===== src/rtl/mem_arbiter_pkg.sv =====
// Shared definitions for the memory arbiter: state encoding, op-field layout,
// fetch op code and the default start of the I/O-mapped region.
package mem_arbiter_pkg;

  typedef enum logic [1:0] {
    ST_IDLE     = 2'd0,
    ST_BUSY_LSB = 2'd1,
    ST_BUSY_IF  = 2'd2,
    ST_GAP      = 2'd3
  } arb_state_e;

  localparam logic [31:0] IO_BASE_DEFAULT = 32'h0003_0000;
  localparam int          OP_STORE_BIT    = 3;
  localparam logic [3:0]  OP_FETCH        = 4'b0010;

  // Stores into the I/O region are the only requests subject to back-pressure.
  function automatic logic is_io_store(input logic [3:0]  op,
                                       input logic [31:0] addr,
                                       input logic [31:0] io_base);
    return op[OP_STORE_BIT] && (addr >= io_base);
  endfunction

endpackage


===== src/rtl/mem_arbiter_if.sv =====
// Requester (LSB / instruction fetch) and memory-controller signals of the arbiter.
// slave = arbiter side, master = requesters plus memory controller.
interface mem_arbiter_if;

  logic        lsb_req;
  logic [31:0] lsb_addr;
  logic [31:0] lsb_data;
  logic [3:0]  lsb_op;
  logic        lsb_done;
  logic [31:0] lsb_rdata;

  logic        if_req;
  logic [31:0] if_addr;
  logic        if_done;
  logic [31:0] if_inst;

  logic        mc_valid;
  logic [31:0] mc_addr;
  logic [31:0] mc_data;
  logic [3:0]  mc_op;
  logic        mc_fetch;
  logic        mc_done;
  logic [31:0] mc_rdata;

  modport slave (
    input  lsb_req, lsb_addr, lsb_data, lsb_op, if_req, if_addr, mc_done, mc_rdata,
    output lsb_done, lsb_rdata, if_done, if_inst,
           mc_valid, mc_addr, mc_data, mc_op, mc_fetch
  );

  modport master (
    output lsb_req, lsb_addr, lsb_data, lsb_op, if_req, if_addr, mc_done, mc_rdata,
    input  lsb_done, lsb_rdata, if_done, if_inst,
           mc_valid, mc_addr, mc_data, mc_op, mc_fetch
  );

endinterface


===== src/rtl/mem_arbiter_starve_cnt.sv =====
// Saturating count of consecutive LSB grants made while a fetch was waiting.
// Clear has priority over increment; o_sat flags the limit.
module mem_arbiter_starve_cnt #(
  parameter int LIMIT = 4,
  parameter int W     = (LIMIT < 1) ? 1 : $clog2(LIMIT + 1)
) (
  input  logic clk_in,
  input  logic rst_in,
  input  logic i_inc,
  input  logic i_clr,
  output logic o_sat
);

  logic [W-1:0] r_cnt;

  assign o_sat = (r_cnt == W'(LIMIT));

  always_ff @(posedge clk_in) begin
    if (!rst_in) begin
      r_cnt <= '0;
    end else if (i_clr) begin
      r_cnt <= '0;
    end else if (i_inc && !o_sat) begin
      r_cnt <= r_cnt + 1'b1;
    end
  end

endmodule


===== src/rtl/mem_arbiter.sv =====
// Two-requester memory arbiter: LSB normally wins, instruction fetch wins once
// starved; one transaction in flight, followed by a one-cycle gap.
//
// state       | meaning
// ST_IDLE     | arbitrate between eligible LSB request and fetch request
// ST_BUSY_LSB | LSB transaction presented to the memory controller
// ST_BUSY_IF  | fetch presented to the memory controller (may be flagged drop)
// ST_GAP      | done pulse visible, no grant, back to idle next cycle
module mem_arbiter
  import mem_arbiter_pkg::*;
#(
  parameter int          STARVE_LIMIT = 4,
  parameter logic [31:0] IO_BASE      = IO_BASE_DEFAULT
) (
  input  logic         clk_in,
  input  logic         rst_in,
  input  logic         rdy_in,
  input  logic         flush_in,
  input  logic         io_buffer_full,
  mem_arbiter_if.slave bus
);

  arb_state_e  r_state,     w_state_nxt;
  logic        r_mc_valid,  w_mc_valid_nxt;
  logic [31:0] r_mc_addr,   w_mc_addr_nxt;
  logic [31:0] r_mc_data,   w_mc_data_nxt;
  logic [3:0]  r_mc_op,     w_mc_op_nxt;
  logic        r_mc_fetch,  w_mc_fetch_nxt;
  logic        r_lsb_done,  w_lsb_done_nxt;
  logic [31:0] r_lsb_rdata, w_lsb_rdata_nxt;
  logic        r_if_done,   w_if_done_nxt;
  logic [31:0] r_if_inst,   w_if_inst_nxt;
  logic        r_drop,      w_drop_nxt;

  logic w_idle;
  logic w_lsb_elig;
  logic w_if_elig;
  logic w_starved;
  logic w_grant_if;
  logic w_grant_lsb;
  logic w_cnt_inc;
  logic w_cnt_clr;

  assign w_idle      = (r_state == ST_IDLE);
  assign w_lsb_elig  = bus.lsb_req &&
                       !(is_io_store(bus.lsb_op, bus.lsb_addr, IO_BASE) && io_buffer_full);
  assign w_if_elig   = bus.if_req && !flush_in;
  assign w_grant_if  = w_idle && w_if_elig && (!w_lsb_elig || w_starved);
  assign w_grant_lsb = w_idle && w_lsb_elig && !w_grant_if;

  // Counter updates are pre-gated by rdy_in so it freezes with the rest of the state.
  assign w_cnt_inc = rdy_in && w_grant_lsb && bus.if_req;
  assign w_cnt_clr = rdy_in && w_idle && (w_grant_if || !bus.if_req);

  mem_arbiter_starve_cnt #(
    .LIMIT (STARVE_LIMIT)
  ) u_starve_cnt (
    .clk_in (clk_in),
    .rst_in (rst_in),
    .i_inc  (w_cnt_inc),
    .i_clr  (w_cnt_clr),
    .o_sat  (w_starved)
  );

  always_comb begin
    w_state_nxt     = r_state;
    w_mc_valid_nxt  = r_mc_valid;
    w_mc_addr_nxt   = r_mc_addr;
    w_mc_data_nxt   = r_mc_data;
    w_mc_op_nxt     = r_mc_op;
    w_mc_fetch_nxt  = r_mc_fetch;
    w_lsb_done_nxt  = 1'b0;
    w_lsb_rdata_nxt = r_lsb_rdata;
    w_if_done_nxt   = 1'b0;
    w_if_inst_nxt   = r_if_inst;
    w_drop_nxt      = r_drop;

    case (r_state)
      ST_IDLE: begin
        if (w_grant_if) begin
          w_state_nxt    = ST_BUSY_IF;
          w_mc_valid_nxt = 1'b1;
          w_mc_addr_nxt  = bus.if_addr;
          w_mc_data_nxt  = '0;
          w_mc_op_nxt    = OP_FETCH;
          w_mc_fetch_nxt = 1'b1;
        end else if (w_grant_lsb) begin
          w_state_nxt    = ST_BUSY_LSB;
          w_mc_valid_nxt = 1'b1;
          w_mc_addr_nxt  = bus.lsb_addr;
          w_mc_data_nxt  = bus.lsb_data;
          w_mc_op_nxt    = bus.lsb_op;
          w_mc_fetch_nxt = 1'b0;
        end
      end
      ST_BUSY_LSB: begin
        if (bus.mc_done) begin
          w_state_nxt     = ST_GAP;
          w_mc_valid_nxt  = 1'b0;
          w_lsb_done_nxt  = 1'b1;
          w_lsb_rdata_nxt = bus.mc_rdata;
        end
      end
      ST_BUSY_IF: begin
        if (flush_in) begin
          w_drop_nxt = 1'b1;
        end
        if (bus.mc_done) begin
          w_state_nxt    = ST_GAP;
          w_mc_valid_nxt = 1'b0;
          w_drop_nxt     = 1'b0;
          // A flush arriving on the completion cycle still kills the fetch.
          if (!(r_drop || flush_in)) begin
            w_if_done_nxt = 1'b1;
            w_if_inst_nxt = bus.mc_rdata;
          end
        end
      end
      ST_GAP: begin
        w_state_nxt = ST_IDLE;
      end
      default: begin
        w_state_nxt = ST_IDLE;
      end
    endcase
  end

  always_ff @(posedge clk_in) begin
    if (!rst_in) begin
      r_state     <= ST_IDLE;
      r_mc_valid  <= 1'b0;
      r_mc_addr   <= '0;
      r_mc_data   <= '0;
      r_mc_op     <= '0;
      r_mc_fetch  <= 1'b0;
      r_lsb_done  <= 1'b0;
      r_lsb_rdata <= '0;
      r_if_done   <= 1'b0;
      r_if_inst   <= '0;
      r_drop      <= 1'b0;
    end else if (rdy_in) begin
      r_state     <= w_state_nxt;
      r_mc_valid  <= w_mc_valid_nxt;
      r_mc_addr   <= w_mc_addr_nxt;
      r_mc_data   <= w_mc_data_nxt;
      r_mc_op     <= w_mc_op_nxt;
      r_mc_fetch  <= w_mc_fetch_nxt;
      r_lsb_done  <= w_lsb_done_nxt;
      r_lsb_rdata <= w_lsb_rdata_nxt;
      r_if_done   <= w_if_done_nxt;
      r_if_inst   <= w_if_inst_nxt;
      r_drop      <= w_drop_nxt;
    end
  end

  assign bus.mc_valid  = r_mc_valid;
  assign bus.mc_addr   = r_mc_addr;
  assign bus.mc_data   = r_mc_data;
  assign bus.mc_op     = r_mc_op;
  assign bus.mc_fetch  = r_mc_fetch;
  assign bus.lsb_done  = r_lsb_done;
  assign bus.lsb_rdata = r_lsb_rdata;
  assign bus.if_done   = r_if_done;
  assign bus.if_inst   = r_if_inst;

endmodule


===== src/flat_wrapper.sv =====
// flat-port wrapper written by rule: the top's interface ports become plain ports
module mem_arbiter_flat import mem_arbiter_pkg::*;
#(
  parameter int          STARVE_LIMIT = 4,
  parameter logic [31:0] IO_BASE      = IO_BASE_DEFAULT
)
  (clk_in, rst_in, rdy_in, flush_in, io_buffer_full, bus_lsb_req, bus_lsb_addr, bus_lsb_data, bus_lsb_op, bus_if_req, bus_if_addr, bus_mc_done, bus_mc_rdata, bus_lsb_done, bus_lsb_rdata, bus_if_done, bus_if_inst, bus_mc_valid, bus_mc_addr, bus_mc_data, bus_mc_op, bus_mc_fetch);
  mem_arbiter_if bus_i ();
  input  logic clk_in;
  input  logic rst_in;
  input  logic rdy_in;
  input  logic flush_in;
  input  logic io_buffer_full;
  input wire logic [$bits(bus_i.lsb_req)-1:0] bus_lsb_req;
  input wire logic [$bits(bus_i.lsb_addr)-1:0] bus_lsb_addr;
  input wire logic [$bits(bus_i.lsb_data)-1:0] bus_lsb_data;
  input wire logic [$bits(bus_i.lsb_op)-1:0] bus_lsb_op;
  input wire logic [$bits(bus_i.if_req)-1:0] bus_if_req;
  input wire logic [$bits(bus_i.if_addr)-1:0] bus_if_addr;
  input wire logic [$bits(bus_i.mc_done)-1:0] bus_mc_done;
  input wire logic [$bits(bus_i.mc_rdata)-1:0] bus_mc_rdata;
  output wire logic [$bits(bus_i.lsb_done)-1:0] bus_lsb_done;
  output wire logic [$bits(bus_i.lsb_rdata)-1:0] bus_lsb_rdata;
  output wire logic [$bits(bus_i.if_done)-1:0] bus_if_done;
  output wire logic [$bits(bus_i.if_inst)-1:0] bus_if_inst;
  output wire logic [$bits(bus_i.mc_valid)-1:0] bus_mc_valid;
  output wire logic [$bits(bus_i.mc_addr)-1:0] bus_mc_addr;
  output wire logic [$bits(bus_i.mc_data)-1:0] bus_mc_data;
  output wire logic [$bits(bus_i.mc_op)-1:0] bus_mc_op;
  output wire logic [$bits(bus_i.mc_fetch)-1:0] bus_mc_fetch;
  assign bus_i.lsb_req = bus_lsb_req;
  assign bus_i.lsb_addr = bus_lsb_addr;
  assign bus_i.lsb_data = bus_lsb_data;
  assign bus_i.lsb_op = bus_lsb_op;
  assign bus_i.if_req = bus_if_req;
  assign bus_i.if_addr = bus_if_addr;
  assign bus_i.mc_done = bus_mc_done;
  assign bus_i.mc_rdata = bus_mc_rdata;
  assign bus_lsb_done = bus_i.lsb_done;
  assign bus_lsb_rdata = bus_i.lsb_rdata;
  assign bus_if_done = bus_i.if_done;
  assign bus_if_inst = bus_i.if_inst;
  assign bus_mc_valid = bus_i.mc_valid;
  assign bus_mc_addr = bus_i.mc_addr;
  assign bus_mc_data = bus_i.mc_data;
  assign bus_mc_op = bus_i.mc_op;
  assign bus_mc_fetch = bus_i.mc_fetch;
  mem_arbiter #(.STARVE_LIMIT(STARVE_LIMIT), .IO_BASE(IO_BASE)) u_core (.clk_in(clk_in), .rst_in(rst_in), .rdy_in(rdy_in), .flush_in(flush_in), .io_buffer_full(io_buffer_full), .bus(bus_i));
endmodule

===== config.mk =====
export PLATFORM = sky130hd
export DESIGN_NAME = mem_arbiter_flat
export DESIGN_NICKNAME = d
export VERILOG_FILES = /design/src/rtl/mem_arbiter_pkg.sv /design/src/rtl/mem_arbiter_if.sv /design/src/rtl/mem_arbiter_starve_cnt.sv /design/src/rtl/mem_arbiter.sv /design/src/flat_wrapper.sv
export SDC_FILE = /design/constraint.sdc
export NUM_CORES = 1
export LEC_CHECK = 0
export CAP_MARGIN = 10
export CORE_MARGIN = 2
export CORE_UTILIZATION = 43
export CTS_BUF_LIST = sky130_fd_sc_hd__clkbuf_16
export DETAILED_ROUTE_END_ITERATION = 7
export PLACE_DENSITY = 0.86
export REMOVE_ABC_BUFFERS = 1
export SLEW_MARGIN = 20
export SYNTH_ARGS = -nofsm -noshare
export SYNTH_HDL_FRONTEND = slang
export SYNTH_SLANG_ARGS = --single-unit

===== constraint.sdc =====
create_clock -name clk_in -period 3.3 [get_ports clk_in]
set_input_delay 0.495 -clock clk_in [delete_from_list [all_inputs] [get_ports clk_in]]
set_output_delay 0.495 -clock clk_in [all_outputs]
set_load 0.02 [all_outputs]

==> results.cfg <==
[outcome]
outcome = finished clean

[drt]
routed-wl-met2_um = 8204
dr_total_vias = 5413
wirelength_um = 16780
drtPass1Iterations = 5
wl_met3_um = 1624
wl_met1_um = 6503
via_per_inst = 5.136
wl_per_cell_um = 15.92
remaining_drc_errors = 0
postRouteAntennaNets = 0
top_layer_used = met4
drt_iter0_markers = 460

[die]
core_area_mm2 = 0.01206
io_pins = 276
initial_utilization_pct = 44.11
rows = 40
die_w_um = 115.2
fp.dieArea_mm2 = 0.01328
fp.dieH_um = 115.2

[clocking]
cts_max_path_buffers = 2
clockRootBuffer = clkbuf_16
cts_tree = yes
clk_pin_slew_worst_paths_ns = 0.06
post_cts_buffers = 0
cts_resized = 0
cts_inserted_buffers = 17
ctsHoldBuffers = 0
cts_num_sinks = 142
insertion_delay_ns = 0.42
htree_levels = 4

[setup_path]
path_depth = 8
cp_data_arrival_time_ns = 2.79
r2r_slack_ns = 0.87
critPathBufInv = 2
crit_fanout = 19
crit_path_max_incr_delay_ns = 0.58
path_cells = inv_1, ha_1, and2_1, o21ai_0, a21oi_4, nor2_2, buf_4, a22o_1
worstPathRequired_ns = 3.65
start_kind = flip-flop
critPathTopFamily = simple AND/OR/NAND/NOR gates
reg2reg_depth = 8
crit_path_end_kind = flip-flop
rr_endpoint = u_core.bus.mc_data[7]$_SDFFE_PN0P_
crit_type = reg -> reg
rr_startpoint = u_core.r_state[0]$_SDFFE_PN0P_
slowest_stage = nor2_2

[yosys]
avgSynthCellArea_um2 = 8.679
yosys.area.top_type = dfxtp_1
ys_seq_area_share_pct = 53.43
ys_seq_elements = 142
ys_types = 46
synth_area_leaders = dfxtp_1 53%, nand2_1 14%, a21oi_1 6.7%
async_flop_share_pct = 0
yosysWarningCount = 0
synth_top_area_share_pct = 53.43
synth_edf_count = 0
syn-instance-count = 613
synthesis.area_mm2 = 0.005320
ys.flop_type = dfxtp_1

[pwr]
comb_power_share_pct = 16.9
power_density_mw_per_mm2 = 552.2
swShare_pct = 24.09
pwr-share-clk_pct = 44.8
intPower_w = 0.003709
p_sw_w = 0.001177
power_frac_seq_pct = 38.3
peakVddDrop_uv = 288.2
p_leak_nw = 3.226

[global_route]
grt_pass1_vias = 5239
grt_overflow = 0
track_usage_pct = 25.18
grt_pass1_wl_um = 25890
grt_max_degree = 71
antenna_found_initial = 0

[placed_design]
dpl_worst_slack_ns = 0.5333
gp_congestion = 0.8386
dp_hpwl_um = 11630
io_buffers = 275

[sta]
period_share_pct = 73.70
max_clock_freq_ghz = 0.4111
hold_viol_final = 0
finalWorstSetupSlack_ns = 0.8678
clock_skew_ns = 0.005337
relSlewSlack_pct = 48.20
worst_pin_slew_ns = 0.7770
slew_violations = 0
rsz0062_at_grt = no
setup_viol = 0
period_minus_slack_ns = 2.432

[worst_hold_path]
min_to = u_core.bus.if_inst[7]$_SDFFE_PN0P_
worstHoldPathType = reg -> reg
hp-start = u_core.bus.if_inst[7]$_SDFFE_PN0P_
holdPathStages = 2

[job]
maxCapViolCount = 0

[cells_and_area]
utilization_pct = 73.36
nNetsFinal = 1020
area_delta_synth_final_pct = 66.32
antenna_cells = 0
layout-drive-gt1-share_pct = 6.321
[layer usage]
metal  vias to the layer above  track usage [%]
met3                        36            9.383
met1                      2485            27.74
met2                       251            42.82
met5                         -                0
met4                         0            12.29
li1                       2641                -
[power groups by stage]
stage / clock network, W / registers (W) / logic [W]
2_1_floorplan: 0 / 0.00202 / 0.000237
3_3_place_gp: 0 / 0.00190 / 0.000816
3_5_place_dp: 0 / 0.00191 / 0.000821
4_1_cts: 0.00222 / 0.00187 / 0.000827
5_1_grt: 0.00230 / 0.00188 / 0.000884
6_report: 0.00219 / 0.00187 / 0.000824
[worst max-delay path by stage]
stage	start	to	slack [ns]
floorplan	bus_lsb_addr[31]	u_core.bus.mc_data[0]$_SDFFE_PN0P_	-0.35
global route	u_core.r_state[0]$_SDFFE_PN0P_	u_core.bus.mc_data[7]$_SDFFE_PN0P_	0.73
CTS	u_core.r_state[0]$_SDFFE_PN0P_	u_core.bus.mc_data[7]$_SDFFE_PN0P_	0.91
global placement	flush_in	u_core.bus.mc_data[24]$_SDFFE_PN0P_	0.56
finish	u_core.r_state[0]$_SDFFE_PN0P_	u_core.bus.mc_data[7]$_SDFFE_PN0P_	0.87
detailed placement	bus_lsb_req	u_core.bus.mc_addr[23]$_SDFFE_PN0P_	0.53
[layout by cell type (no fill, tap or decap), types with 2 or more instances in the layout]
cell             Yosys  routed
a31oi_2              2       2
o21ai_0             25      25
nand3b_1             2       2
buf_4                3      10
clkinv_1             0       2
clkbuf_16            0      17
nand3_1              3       3
a31oi_1             33      33
nor2_1               5       4
clkinvlp_4           0       2
nor4_2               3       3
a22o_1              35      35
ha_1                 6       6
o21ai_1             10      10
inv_1                6       8
nand2_1            196     196
clkdlybuf4s50_1      0     275
dfxtp_1            142     142
nand2b_1             3       3
a21oi_1             71      71
bufinv_16            0       7
[cell type report]
| class | instances | area (um^2) |
|---|---|---|
| flip-flops and latches | 142 | 2843 |
| clock buffers | 17 | 425.4 |
| well taps | 168 | 210.2 |
| clock inverters | 14 | 249.0 |
| multi-input cells | 420 | 2247 |
| fillers | 911 | 3213 |
| inverters | 7 | 26.28 |
| repair buffers | 286 | 2848 |
[cell families after synthesis]
group,count (synthesis),share of synthesized area [%]
XOR/XNOR,1,0.1647
AO/OA/AOI/OAI,190,22.79
adder cells (fa/ha/maj),6,1.411
buffers and inverters,51,4.609
flip-flops,142,53.43
multiplexers,1,0.1882
AND/OR/NAND/NOR,222,17.40
[through the flow]
| stage | hold slack [ns] | power, W | area, um^2 | instances | setup TNS [ns] |
|---|---|---|---|---|---|
| final | 0.4503 | 0.004886 | 8848 | 1054 | 0 |
| after detailed placement | 0.4456 | 0.002728 | 8174 | 1023 | 0 |
| after CTS | 0.4536 | 0.004922 | 8848 | 1054 | 0 |
| after global routing | 0.4679 | 0.005068 | 8848 | 1054 | 0 |
| after global placement | 0.4411 | 0.002720 | 8174 | 1023 | 0 |
| after floorplan | 0.4684 | 0.002257 | 5101 | 569 | -12.27 |
[Yosys cell counts, types with 2 or more instances]
| cell type | instances |
|---|---|
| nand3b_1 | 2 |
| a31oi_1 | 33 |
| nand2_1 | 196 |
| ha_1 | 6 |
| o21ai_0 | 25 |
| dfxtp_1 | 142 |
| inv_1 | 6 |
| clkbuf_1 | 27 |
| a31oi_2 | 2 |
| a22o_1 | 35 |
| a21oi_1 | 71 |
| buf_2 | 10 |
| o21ai_1 | 10 |
| buf_6 | 4 |
| nand2b_1 | 3 |
| nor4_2 | 3 |
| nor2_1 | 5 |
| buf_4 | 3 |
| nand3_1 | 3 |
[state kept, by name (all words and copies together), names as in the netlist]
register,count
u_core.bus.if_inst,32
u_core.bus.lsb_rdata,32
u_core.bus.mc_addr,32
u_core.bus.mc_data,32
u_core.bus.mc_op,4
u_core.u_starve_cnt.r_cnt,3
u_core.r_state,2
u_core.bus.if_done,1
u_core.bus.lsb_done,1
u_core.bus.mc_fetch,1
u_core.bus.mc_valid,1
u_core.r_drop,1
[worst reg2reg max path: cells and delay by family (launching register included)]
| family | cells | cell delay [ns] |
|---|---|---|
| buffers and inverters | 2 | 0.46 |
| adders and majority gates | 1 | 0.28 |
| DFF | 1 | 0.36 |
| and+or+nand+nor | 2 | 0.84 |
| AOI/OAI and AO/OA | 3 | 0.43 |
(Power assumes the default switching activity.)
